## config.mk

```make
export PLATFORM = sky130hd
export DESIGN_NAME = comparator_pipe_flat
export DESIGN_NICKNAME = d
export VERILOG_FILES = /design/src/rtl/comparator_pipe_if.sv /design/src/rtl/comparator_pipe.sv /design/src/flat_wrapper.sv
export SDC_FILE = /design/constraint.sdc
export NUM_CORES = 1
export LEC_CHECK = 0
export CELL_PAD_IN_SITES_DETAIL_PLACEMENT = 0
export CELL_PAD_IN_SITES_GLOBAL_PLACEMENT = 1
export CORE_ASPECT_RATIO = 0.8
export CORE_MARGIN = 2
export CORE_UTILIZATION = 39
export DETAILED_ROUTE_END_ITERATION = 10
export PLACE_DENSITY = 0.73
export SYNTH_ARGS = -nofsm -noshare
export SYNTH_HDL_FRONTEND = slang
export SYNTH_SLANG_ARGS = --single-unit
```

## constraint.sdc

```tcl
create_clock -name clk -period 1.9 [get_ports clk]
set_input_delay 0.475 -clock clk [delete_from_list [all_inputs] [get_ports clk]]
set_output_delay 0.475 -clock clk [all_outputs]
set_load 0.01 [all_outputs]
```

## src/rtl/comparator_pipe_if.sv

```systemverilog
// Operand/result handshake bundle for comparator_pipe.
// The slave side is the comparator; the master side is the producer/consumer pair.
interface comparator_pipe_if #(
    parameter int WIDTH = 16
);
    logic             in_valid;
    logic             in_ready;
    logic [WIDTH-1:0] a;
    logic [WIDTH-1:0] b;
    logic             is_signed;
    logic             out_valid;
    logic             out_ready;
    logic             a_gt_b;
    logic             a_lt_b;
    logic             a_eq_b;

    modport slave (
        input  in_valid, a, b, is_signed, out_ready,
        output in_ready, out_valid, a_gt_b, a_lt_b, a_eq_b
    );

    modport master (
        output in_valid, a, b, is_signed, out_ready,
        input  in_ready, out_valid, a_gt_b, a_lt_b, a_eq_b
    );
endinterface

```

## src/rtl/comparator_pipe.sv

```systemverilog
// MSB-first chunked magnitude comparator, STAGES registers deep, whole pipe stalls on out_valid && !out_ready.
// Define CMP_COUNT_EN to add saturating GT/LT/EQ result counters with a synchronous clear.
module comparator_pipe #(
    parameter int WIDTH  = 16,
    parameter int STAGES = 4
) (
    input  logic             clk,
    input  logic             rst,
    comparator_pipe_if.slave cmp
`ifdef CMP_COUNT_EN
    ,
    input  logic             cnt_clr,
    output logic [15:0]      cnt_gt,
    output logic [15:0]      cnt_lt,
    output logic [15:0]      cnt_eq
`endif
);
    localparam int CHUNK = WIDTH / STAGES;

    typedef enum logic [1:0] {
        DEC_UND = 2'd0,
        DEC_GT  = 2'd1,
        DEC_LT  = 2'd2
    } dec_e;

    logic [STAGES-1:0] vld_q, vld_d;
    dec_e              dec_q [STAGES];
    dec_e              dec_d [STAGES];
    // Operands are shifted left each stage so the chunk under test is always the top CHUNK bits.
    logic [WIDTH-1:0]  ra_q  [STAGES];
    logic [WIDTH-1:0]  rb_q  [STAGES];
    logic [WIDTH-1:0]  ra_d  [STAGES];
    logic [WIDTH-1:0]  rb_d  [STAGES];
    logic [WIDTH-1:0]  sa, sb;
    logic              gt_q, lt_q, eq_q;
    logic              adv;

    function automatic dec_e resolve(input dec_e d, input logic [CHUNK-1:0] ca,
                                     input logic [CHUNK-1:0] cb);
        if (d != DEC_UND) return d;
        if (ca > cb)      return DEC_GT;
        if (ca < cb)      return DEC_LT;
        return DEC_UND;
    endfunction

    assign adv          = !vld_q[STAGES-1] || cmp.out_ready;
    assign cmp.in_ready = adv;
    assign cmp.out_valid = vld_q[STAGES-1];
    assign cmp.a_gt_b   = gt_q;
    assign cmp.a_lt_b   = lt_q;
    assign cmp.a_eq_b   = eq_q;

    // Flipping the sign bit maps two's-complement order onto unsigned order.
    always_comb begin
        sa            = cmp.a;
        sb            = cmp.b;
        sa[WIDTH-1]   = cmp.a[WIDTH-1] ^ cmp.is_signed;
        sb[WIDTH-1]   = cmp.b[WIDTH-1] ^ cmp.is_signed;
        vld_d         = '0;
        vld_d[0]      = cmp.in_valid;
        dec_d[0]      = resolve(DEC_UND, sa[WIDTH-1 -: CHUNK], sb[WIDTH-1 -: CHUNK]);
        ra_d[0]       = sa << CHUNK;
        rb_d[0]       = sb << CHUNK;
        for (int k = 1; k < STAGES; k++) begin
            vld_d[k] = vld_q[k-1];
            dec_d[k] = resolve(dec_q[k-1], ra_q[k-1][WIDTH-1 -: CHUNK], rb_q[k-1][WIDTH-1 -: CHUNK]);
            ra_d[k]  = ra_q[k-1] << CHUNK;
            rb_d[k]  = rb_q[k-1] << CHUNK;
        end
    end

    always_ff @(posedge clk) begin
        if (rst) begin
            vld_q <= '0;
            gt_q  <= 1'b0;
            lt_q  <= 1'b0;
            eq_q  <= 1'b0;
        end else if (adv) begin
            vld_q <= vld_d;
            for (int k = 0; k < STAGES; k++) begin
                if (vld_d[k]) begin
                    dec_q[k] <= dec_d[k];
                    ra_q[k]  <= ra_d[k];
                    rb_q[k]  <= rb_d[k];
                end
            end
            // Flags only move with a valid result so they keep their last value across bubbles.
            if (vld_d[STAGES-1]) begin
                gt_q <= (dec_d[STAGES-1] == DEC_GT);
                lt_q <= (dec_d[STAGES-1] == DEC_LT);
                eq_q <= (dec_d[STAGES-1] == DEC_UND);
            end
        end
    end

`ifdef CMP_COUNT_EN
    logic [15:0] cnt_gt_q, cnt_lt_q, cnt_eq_q;
    logic        xfer;

    assign xfer   = vld_q[STAGES-1] && cmp.out_ready;
    assign cnt_gt = cnt_gt_q;
    assign cnt_lt = cnt_lt_q;
    assign cnt_eq = cnt_eq_q;

    always_ff @(posedge clk) begin
        if (rst || cnt_clr) begin
            cnt_gt_q <= 16'd0;
            cnt_lt_q <= 16'd0;
            cnt_eq_q <= 16'd0;
        end else if (xfer) begin
            if (gt_q && cnt_gt_q != 16'hFFFF) cnt_gt_q <= cnt_gt_q + 16'd1;
            if (lt_q && cnt_lt_q != 16'hFFFF) cnt_lt_q <= cnt_lt_q + 16'd1;
            if (eq_q && cnt_eq_q != 16'hFFFF) cnt_eq_q <= cnt_eq_q + 16'd1;
        end
    end
`endif
endmodule

```

## src/flat_wrapper.sv

```systemverilog
// flat-port wrapper written by rule: the top's interface ports become plain ports
module comparator_pipe_flat 
#(
    parameter int WIDTH  = 16,
    parameter int STAGES = 4
)
  (clk, rst, cmp_in_valid, cmp_a, cmp_b, cmp_is_signed, cmp_out_ready, cmp_in_ready, cmp_out_valid, cmp_a_gt_b, cmp_a_lt_b, cmp_a_eq_b);
  comparator_pipe_if #(.WIDTH(WIDTH)) cmp_i ();
  input  logic clk;
  input  logic rst;
  input wire logic [$bits(cmp_i.in_valid)-1:0] cmp_in_valid;
  input wire logic [$bits(cmp_i.a)-1:0] cmp_a;
  input wire logic [$bits(cmp_i.b)-1:0] cmp_b;
  input wire logic [$bits(cmp_i.is_signed)-1:0] cmp_is_signed;
  input wire logic [$bits(cmp_i.out_ready)-1:0] cmp_out_ready;
  output wire logic [$bits(cmp_i.in_ready)-1:0] cmp_in_ready;
  output wire logic [$bits(cmp_i.out_valid)-1:0] cmp_out_valid;
  output wire logic [$bits(cmp_i.a_gt_b)-1:0] cmp_a_gt_b;
  output wire logic [$bits(cmp_i.a_lt_b)-1:0] cmp_a_lt_b;
  output wire logic [$bits(cmp_i.a_eq_b)-1:0] cmp_a_eq_b;
  assign cmp_i.in_valid = cmp_in_valid;
  assign cmp_i.a = cmp_a;
  assign cmp_i.b = cmp_b;
  assign cmp_i.is_signed = cmp_is_signed;
  assign cmp_i.out_ready = cmp_out_ready;
  assign cmp_in_ready = cmp_i.in_ready;
  assign cmp_out_valid = cmp_i.out_valid;
  assign cmp_a_gt_b = cmp_i.a_gt_b;
  assign cmp_a_lt_b = cmp_i.a_lt_b;
  assign cmp_a_eq_b = cmp_i.a_eq_b;
  comparator_pipe #(.WIDTH(WIDTH), .STAGES(STAGES)) u_core (.clk(clk), .rst(rst), .cmp(cmp_i));
endmodule
```

# Word-level counts from Yosys, hierarchy flattened
# Memory sizes are Yosys's and may differ from the RTL's.
# Cells that the tools add are included.
[classes]
order_cmp = 8
eq_ne = 2
muxes = 59
bitwise_logic = 2
n_reduce_logical = 7
[ops]
columns = ["operator", "n"]
rows = [
  ["2-bit 2-to-1 mux", 22],
  ["1-bit 2-to-1 mux", 37],
  ["4-bit > comparator", 4],
  ["4-bit less-than comparator", 4],
  ["2-bit nonzero test", 3],
  ["2-bit by 1-bit == test with 1-bit output, second input constant", 1],
  ["2-bit == test, second input constant", 1],
  ["2-bit zero test", 1],
  ["2-bit AND reduction", 1],
  ["1-bit XOR", 2],
  ["1-bit zero test", 1],
  ["1-bit logical OR", 1],
]
[totals]
in_bits = 37
ramBits = 104
memories = 3
output_inout_bits = 5
wordCells = 85
reg_bits = 7
[mem_list]
columns = ["name", "words", "width", "rd", "rd_ports_with_merged_regs", "wr", "line_no", "source"]
rows = [
  ["u_core.ra_q", 4, 12, 3, 0, 4, "comparator_pipe.sv:30", "logic [WIDTH-1:0] ra_q [STAGES];"],
  ["u_core.rb_q", 4, 12, 3, 0, 4, "comparator_pipe.sv:31", "logic [WIDTH-1:0] rb_q [STAGES];"],
  ["u_core.dec_q", 4, 2, 3, 0, 4, "comparator_pipe.sv:27", "dec_e dec_q [STAGES];"],
]

# Logic depth before layout (Yosys ltp)
# Gate-level depths: netlist of the first run.
# An unclocked memory read counts as a cell.
[depth]
ltp_word = 10
mapped_depth = 6
mapped_depth_nobuf = 6

# Worst setup path after synthesis of the first run
# OpenSTA, ideal clock, no wires.
[synth_path]
path_type = "in2reg"
from = "in rst"
to = "mem u_core.dec_q[0][0] in the netlist's numbering, enable pin"
setup_time_ps = 385
t_arrival_ps = 1490
path_buffers = 1
path_stages = 3
required_ps = 1515
setup_slack_ps = 25
path_cell_list = "clkbuf_1 nor2_1 and2_1"
[synth_rtl]
columns = ["element", "line_no", "source"]
rows = [
  ["start: declaration", "flat_wrapper.sv:10", "input logic rst;"],
  ["end: declaration", "comparator_pipe.sv:27", ""],
]

# Worst setup path in the final report of the first run
[layout_path]
from = "in cmp_out_ready"
to = "out cmp_in_ready"
[layout_via]
elab_chain_len = 1
[layout_lines]
columns = ["element", "line_no", "source"]
rows = [
  ["start: declaration", "flat_wrapper.sv:15", "input wire logic [$bits(cmp_i.out_ready)-1:0] cmp_out_ready;"],
  ["1-bit logical OR", "comparator_pipe.sv:46", "assign adv = !vld_q[STAGES-1] || cmp.out_ready;"],
  ["end: declaration", "flat_wrapper.sv:16", "output wire logic [$bits(cmp_i.in_ready)-1:0] cmp_in_ready;"],
]
# Every way passes these cells.

==> impl_metrics.env, run 1 <==
export IMPL_drive_gt1_share_pct=10.95
export IMPL_core_area_mm2=0.005881
export IMPL_cts_tree="built"
export IMPL_setup_worst_path_start_class="primary input"
export IMPL_initial_core_util_pct=40.11
export IMPL_synth_top_family_by_area="compound AO/OA/AOI/OAI gates"
export IMPL_status="complete, no violations"
export IMPL_worstPathRequired_ns=1.42
export IMPL_grt_pass1_wl_um=6341
export IMPL_use_met1_pct=14.49
export IMPL_clock_sinks=61
export IMPL_fin_skew_ns=0.007144
export IMPL_grtUsageTotal_pct=12.75
export IMPL_finalSetupViolCount=0
export IMPL_vias=1286
export IMPL_antenna_found_initial=0
export IMPL_netlist_instances=148
export IMPL_synth_nets=201
export IMPL_drt_pre_antenna_iters=4
export IMPL_yosys_area_share_xor_xnor_pct=0.7427
export IMPL_synth_largest_area_cell="edfxtp_1"
export IMPL_dp_cells=275
export IMPL_synth_simple_area_share_pct=3.979
export IMPL_path_clk_slew_ns=0.06
export IMPL_end_kind="output port"
export IMPL_rsz0062_at_grt="false"
export IMPL_min_period_ns=1.857
export IMPL_die_area_mm2=0.006689
export IMPL_grt_max_degree=27
export IMPL_ant_nets=0
export IMPL_clk_latency_ns=0.32
export IMPL_slowest_delay_ns=0.44
export IMPL_routed_wl_um=3602
export IMPL_pre_cts_slack_ns=-0.2050
export IMPL_synth_warnings=0
export IMPL_grt_overflow_total=0
export IMPL_fill_cells=509
export IMPL_cts_hold_buf=0
export IMPL_use_met3_pct=6.256
export IMPL_layout_commonest_cell="edfxtp_1"
export IMPL_finalWorstSetupSlack_ns=0.04308
export IMPL_cts_buffer_depth=2
export IMPL_gp_congestion=0.7859
export IMPL_synth_area_top_cells="edfxtp_1 (69%), ha_1 (8.5%), dfxtp_1 (5.9%)"
export IMPL_syn_avg_cell_area_um2=15.94
export IMPL_postLayoutCellArea_mm2=0.003129
export IMPL_power_leakage_nw=1.158
export IMPL_ioPinCount=42
export IMPL_layout_common_cells="edfxtp_1 (54), clkdlybuf4s50_1 (40), inv_1 (19)"
export IMPL_synthAdderAreaFrac_pct=8.488
export IMPL_die_h_um=73.56
export IMPL_hold_violations=0
export IMPL_diodes=0
export IMPL_grt_pass1_vias=1394
export IMPL_drv_slew=0
export IMPL_numCtsBuffers=9
export IMPL_htree_levels=3
export IMPL_fin_crit_sh_pct=97.73
export IMPL_async_flop_share_pct=0
export IMPL_synth_edf_count=54
export IMPL_placed_area_mm2=0.002949
export IMPL_synth_compound_area_share_pct=8.488
export IMPL_avgRoutedWirePerCell_um=12.38
export IMPL_finalNonFillerCells=291
export IMPL_drv_cap=0
export IMPL_vias_per_cell=4.419
export IMPL_fp_dieW_um=90.95
export IMPL_synth_seq_area_share_pct=74.69
export IMPL_min_path_type="reg2reg"
export IMPL_ys_ff_latch=61
export IMPL_cp_slowest_cell="clkdlybuf4s50_1"
export IMPL_synth_flop_cell="edfxtp_1"
export IMPL_final_seq_area_mm2=0.001762
export IMPL_ir_worst_vdd_mv=0.4475
export IMPL_grt_busiest_layer="met2"
export IMPL_netlist_area_mm2=0.002359
export IMPL_drc=0
export IMPL_synthMuxAreaShare_pct=0
export IMPL_p_per_area_mw_per_mm2=885.0
export IMPL_multi_input_area_um2=511.7
export IMPL_cp_max_fo=2
export IMPL_drtIter0Drc=63
export IMPL_port_buffers=41
export IMPL_cts_root_buf="clkbuf_8"
export IMPL_rows=25
export IMPL_crit_type="in2out"
export IMPL_path_cells="clkdlybuf4s50_1 > nor2b_4 > inv_4 > dlygate4sd2_1"
export IMPL_timing_fmax_mhz=538.5
export IMPL_synth_top_area_share_pct=68.75
export IMPL_final_nets=258
export IMPL_cts_setup_buffers=0
export IMPL_area_growth_pct=32.68
export IMPL_crit_arrival_ns=1.38
export IMPL_relSlewSlack_pct=76.48
export IMPL_tightest_slew_ns=0.3528
export IMPL_hpwl_um=2602
export IMPL_use_met2_pct=20.99
export IMPL_ys_types=28
==> Yosys cell counts (2+ instances only) <==
cell      count
edfxtp_1     54
inv_1        19
ha_1         16
a21oi_1      13
nand2_1       9
dfxtp_1       7
a41oi_1       3
and2_1        3
a21o_1        2
nor2_1        2
o21ai_0       2
o21bai_1      2
==> flip-flops by register name, summed over array words and instances, names as in the netlist <==
signal and flops:
u_core.vld_q 4, u_core.rb_q 24, u_core.ra_q 24, u_core.dec_q 6, u_core.cmp.a_gt_b 1, u_core.cmp.a_lt_b 1, u_core.cmp.a_eq_b 1
==> timing repair <==
item | CTS | global route
resized for setup | 1 | 0
hold endpoints to repair | 0 | 0
setup endpoints to repair | 1 | 0
==> path summary, 6_finish.rpt <==
check | cells past startpoint | to | start | slack, ns
worst max register to register | 4 | u_core.cmp.a_eq_b | u_core.ra_q[2][11] | 0.41
worst max-delay path | 4 | cmp_in_ready | cmp_out_ready | 0.04
worst min-delay path | 0 | u_core.ra_q[1][10] | u_core.ra_q[0][6] | 0.42
worst min register to register | 0 | u_core.ra_q[1][10] | u_core.ra_q[0][6] | 0.42
==> cells by family (layout without fill, tap and decap cells) <==
group,count (synthesis),count (layout)
flops,61,61
compound gates,29,29
buf+inv,22,84
simple gates,18,18
fa+ha+maj,16,16
xor+xnor,2,2
==> routing by layer <==
metal  up-vias  part of all wire [%]
li1        660                     -
met1       593                    44
met2        31                    50
met3         2                   5.5
met4         0                  0.42
met5         -                     0
==> power by group <==
| group | leakage, nW | total, mW | internal (mW) | switching [mW] |
|---|---|---|---|---|
| logic | 0.513 | 0.195 | 0.118 | 0.0774 |
| clock network | 0.0888 | 1.05 | 0.590 | 0.457 |
| registers | 0.556 | 1.53 | 1.51 | 0.0161 |
| total | 1.16 | 2.77 | 2.22 | 0.550 |
==> through the flow <==
stage          hold WS [ns]  TNS (ns)  util [%]  total power, mW
2_1_floorplan        0.4003         0         -            1.633
3_3_place_gp         0.4043    -5.909     50.15            1.744
3_5_place_dp         0.4045    -9.773     50.15            1.753
4_1_cts              0.4197         0     53.21            2.817
5_1_grt              0.4357         0     53.21            2.904
6_report             0.4170         0     53.21            2.769
==> cell type report <==
type	count	share of cell area [%]
clock buffers	10	4.078
inverters	21	2.599
clock inverters	6	1.719
well taps	81	3.239
repair buffers	47	15.71
flip-flops and latches	61	56.30
multi-input cells	65	16.35
==> critical path, delay by kind of cell <==
| kind | cells | cell delay (ns) |
|---|---|---|
| buffers and inverters | 3 | 0.74 |
| AND/OR/NAND/NOR | 1 | 0.16 |
Power figures use the tool's default switching activity.
==> inputs of run 2 (changes only) <==
--- a/config.mk
+++ b/config.mk
@@ -15,3 +15,4 @@
 export SYNTH_ARGS = -nofsm -noshare
 export SYNTH_HDL_FRONTEND = slang
 export SYNTH_SLANG_ARGS = --single-unit
+export TNS_END_PERCENT = 20
==> results of run 2 <==
Final layout, timing and power as in run 1 (identical DEF).
==> inputs of run 3 (changes only) <==
--- a/config.mk
+++ b/config.mk
@@ -5,14 +5,15 @@
 export SDC_FILE = /design/constraint.sdc
 export NUM_CORES = 1
 export LEC_CHECK = 0
+export ABC_AREA = 1
 export CELL_PAD_IN_SITES_DETAIL_PLACEMENT = 0
 export CELL_PAD_IN_SITES_GLOBAL_PLACEMENT = 1
 export CORE_ASPECT_RATIO = 0.8
 export CORE_MARGIN = 2
-export CORE_UTILIZATION = 39
+export CORE_UTILIZATION = 38
 export DETAILED_ROUTE_END_ITERATION = 10
-export PLACE_DENSITY = 0.73
+export PLACE_DENSITY = 0.72
 export SYNTH_ARGS = -nofsm -noshare
 export SYNTH_HDL_FRONTEND = slang
 export SYNTH_SLANG_ARGS = --single-unit
-export TNS_END_PERCENT = 20
+export TNS_END_PERCENT = 10
==> impl_metrics.env, run 3 <==
export IMPL_core_area_mm2=0.006037
export IMPL_die_h_um=75.27
export IMPL_die_area_mm2=0.007006
export IMPL_avgRoutedWirePerCell_um=10.41
export IMPL_synth_nets=227
export IMPL_port_buffers=41
export IMPL_synth_commonest_cells="edfxtp_1 (54), inv_1 (28), nand2_1 (27)"
export IMPL_power_leakage_nw=1.241
export IMPL_relSlewSlack_pct=82.96
export IMPL_slowest_delay_ns=0.44
export IMPL_timing_fmax_mhz=543.9
export IMPL_initial_core_util_pct=39.96
export IMPL_placed_area_mm2=0.003000
export IMPL_ir_worst_vdd_mv=0.4220
export IMPL_drv_cap=0
export IMPL_rsz0062_at_grt="false"
export IMPL_antenna_found_initial=0
export IMPL_switchingPower_mw=0.5468
export IMPL_pwr_share_comb_pct=7.1
export IMPL_r2r_setup_slack_ns=0.52
export IMPL_rows=25
export IMPL_synth_area_top_cells="edfxtp_1 (67%), ha_1 (8.3%), dfxtp_1 (5.8%)"
export IMPL_postLayoutCellArea_mm2=0.003181
export IMPL_synth_top_area_share_pct=67.22
export IMPL_area_growth_pct=31.85
export IMPL_fin_crit_sh_pct=96.77
export IMPL_hpwl_um=2419
export IMPL_hold_violations=0
export IMPL_drive_gt1_share_pct=10.13
export IMPL_htree_levels=3
export IMPL_path_clk_slew_ns=0.07
export IMPL_min_period_ns=1.839
export IMPL_dp_cells=302
export IMPL_syn_avg_cell_area_um2=13.86
export IMPL_synth_largest_area_cell="edfxtp_1"
export IMPL_layout_commonest_cell="edfxtp_1"
export IMPL_vias=1334
export IMPL_grtUsageTotal_pct=11.61
export IMPL_path_cells="clkdlybuf4s50_1 > nor2_4 > inv_6 > dlygate4sd2_1"
export IMPL_switching_share_pct=19.79
export IMPL_grt_overflow_total=0
export IMPL_cts_tree="built"
export IMPL_cts_buffer_depth=2
export IMPL_routed_wl_um=3311
export IMPL_p_int_mw=2.217
export IMPL_drv_slew=0
export IMPL_numCtsBuffers=9
export IMPL_clk_latency_ns=0.33
export IMPL_grt_pass1_vias=1322
export IMPL_final_nets=285
export IMPL_clock_power_share_pct=37.8
export IMPL_finalNonFillerCells=318
export IMPL_cp_max_fo=2
export IMPL_cp_slowest_cell="clkdlybuf4s50_1"
export IMPL_async_flop_share_pct=0
export IMPL_synth_warnings=0
export IMPL_cts_hold_buf=0
export IMPL_netlist_area_mm2=0.002412
export IMPL_p_per_area_mw_per_mm2=868.9
export IMPL_crit_type="in2out"
export IMPL_grt_max_degree=21
export IMPL_tightest_slew_ns=0.2549
export IMPL_synth_seq_area_share_pct=73.03
export IMPL_fp_dieW_um=93.08
export IMPL_min_path_type="reg2reg"
export IMPL_vias_per_cell=4.195
export IMPL_cts_setup_buffers=0
export IMPL_layout_common_cells="edfxtp_1 (54), clkdlybuf4s50_1 (40), inv_1 (28)"
export IMPL_fin_skew_ns=0.008298
export IMPL_yosysMostFrequentCell="edfxtp_1"
export IMPL_gp_congestion=0.7076
export IMPL_cp_top_family="buffers and inverters"
export IMPL_finalSetupViolCount=0
export IMPL_crit_arrival_ns=1.36
export IMPL_synth_flop_cell="edfxtp_1"
export IMPL_clock_sinks=61
export IMPL_status="complete, no violations"
export IMPL_setup_worst_path_start_class="primary input"
export IMPL_grt_pass1_wl_um=5713
export IMPL_drtIter0Drc=16
export IMPL_worstPathRequired_ns=1.42
export IMPL_synth_edf_count=54
export IMPL_p_seq_share_pct=55.2
export IMPL_drt_pre_antenna_iters=4
export IMPL_path_buf_inv=3
export IMPL_top_regs="u_core.ra_q (24), u_core.rb_q (24), u_core.dec_q (6)"
export IMPL_ant_nets=0
export IMPL_ys_ff_latch=61
export IMPL_end_kind="output port"
export IMPL_ys_types=19
export IMPL_cts_root_buf="clkbuf_8"
export IMPL_netlist_instances=174
export IMPL_ioPinCount=42
export IMPL_drc=0
export IMPL_diodes=0
run 3: kinds of logic after synthesis:
kind of cell | synth area share [%]
compound gates | 4.668
simple gates | 8.402
buf+inv | 4.875
xor+xnor | 0.7263
flops | 73.03
fa+ha+maj | 8.299
run 3: what timing repair did:
item | CTS | global route
endpoints found under the setup margin | 1 | 1
pin swaps | 0 | 1
resized for setup | 1 | 0
run 3: cell type report:
cell class	count	area, um2
inverters	29	113.9
fillers	534	2856
well taps	81	101.3
flip-flops and latches	61	1762
multi-input cells	83	535.5
clock buffers	10	127.6
clock inverters	6	53.80
repair buffers	48	486.7
run 3: final timing paths:
check | start | end | cells past startpoint
worst max register to register | u_core.ra_q[1][11] | u_core.dec_q[2][0] | 5
worst min-delay path | u_core.ra_q[0][4] | u_core.ra_q[1][8] | 0
worst max-delay path | cmp_out_ready | cmp_in_ready | 4
worst min register to register | u_core.ra_q[0][4] | u_core.ra_q[1][8] | 0
run 3: power groups by stage:
stage | registers, mW | logic [mW] | clock network, mW
after floorplan | 1.55 | 0.0843 | 0
after global placement | 1.55 | 0.197 | 0
after detailed placement | 1.55 | 0.199 | 0
after CTS | 1.53 | 0.200 | 1.09
after global routing | 1.53 | 0.222 | 1.16
final | 1.53 | 0.195 | 1.04
run 3: routing by layer:
metal	up-vias	share of wire [%]	global-route usage, %
met4	0	2.2	5.882
met2	40	43	18.20
met3	9	10	7.808
met5	-	0	0
li1	714	-	-
met1	571	45	12.13
run 3: metrics by stage:
step / setup slack (ns) / power (mW) / hold WS (ns) / setup TNS [ns] / util [%]
floorplan: 0.03153 / 1.636 / 0.4003 / 0 / -
global placement: -0.1758 / 1.750 / 0.4013 / -2.357 / 49.70
detailed placement: -0.1769 / 1.754 / 0.4045 / -2.982 / 49.70
CTS: 0.02584 / 2.816 / 0.4187 / 0 / 52.68
global route: 0.02173 / 2.907 / 0.4225 / 0 / 52.68
finish: 0.06143 / 2.764 / 0.4164 / 0 / 52.68
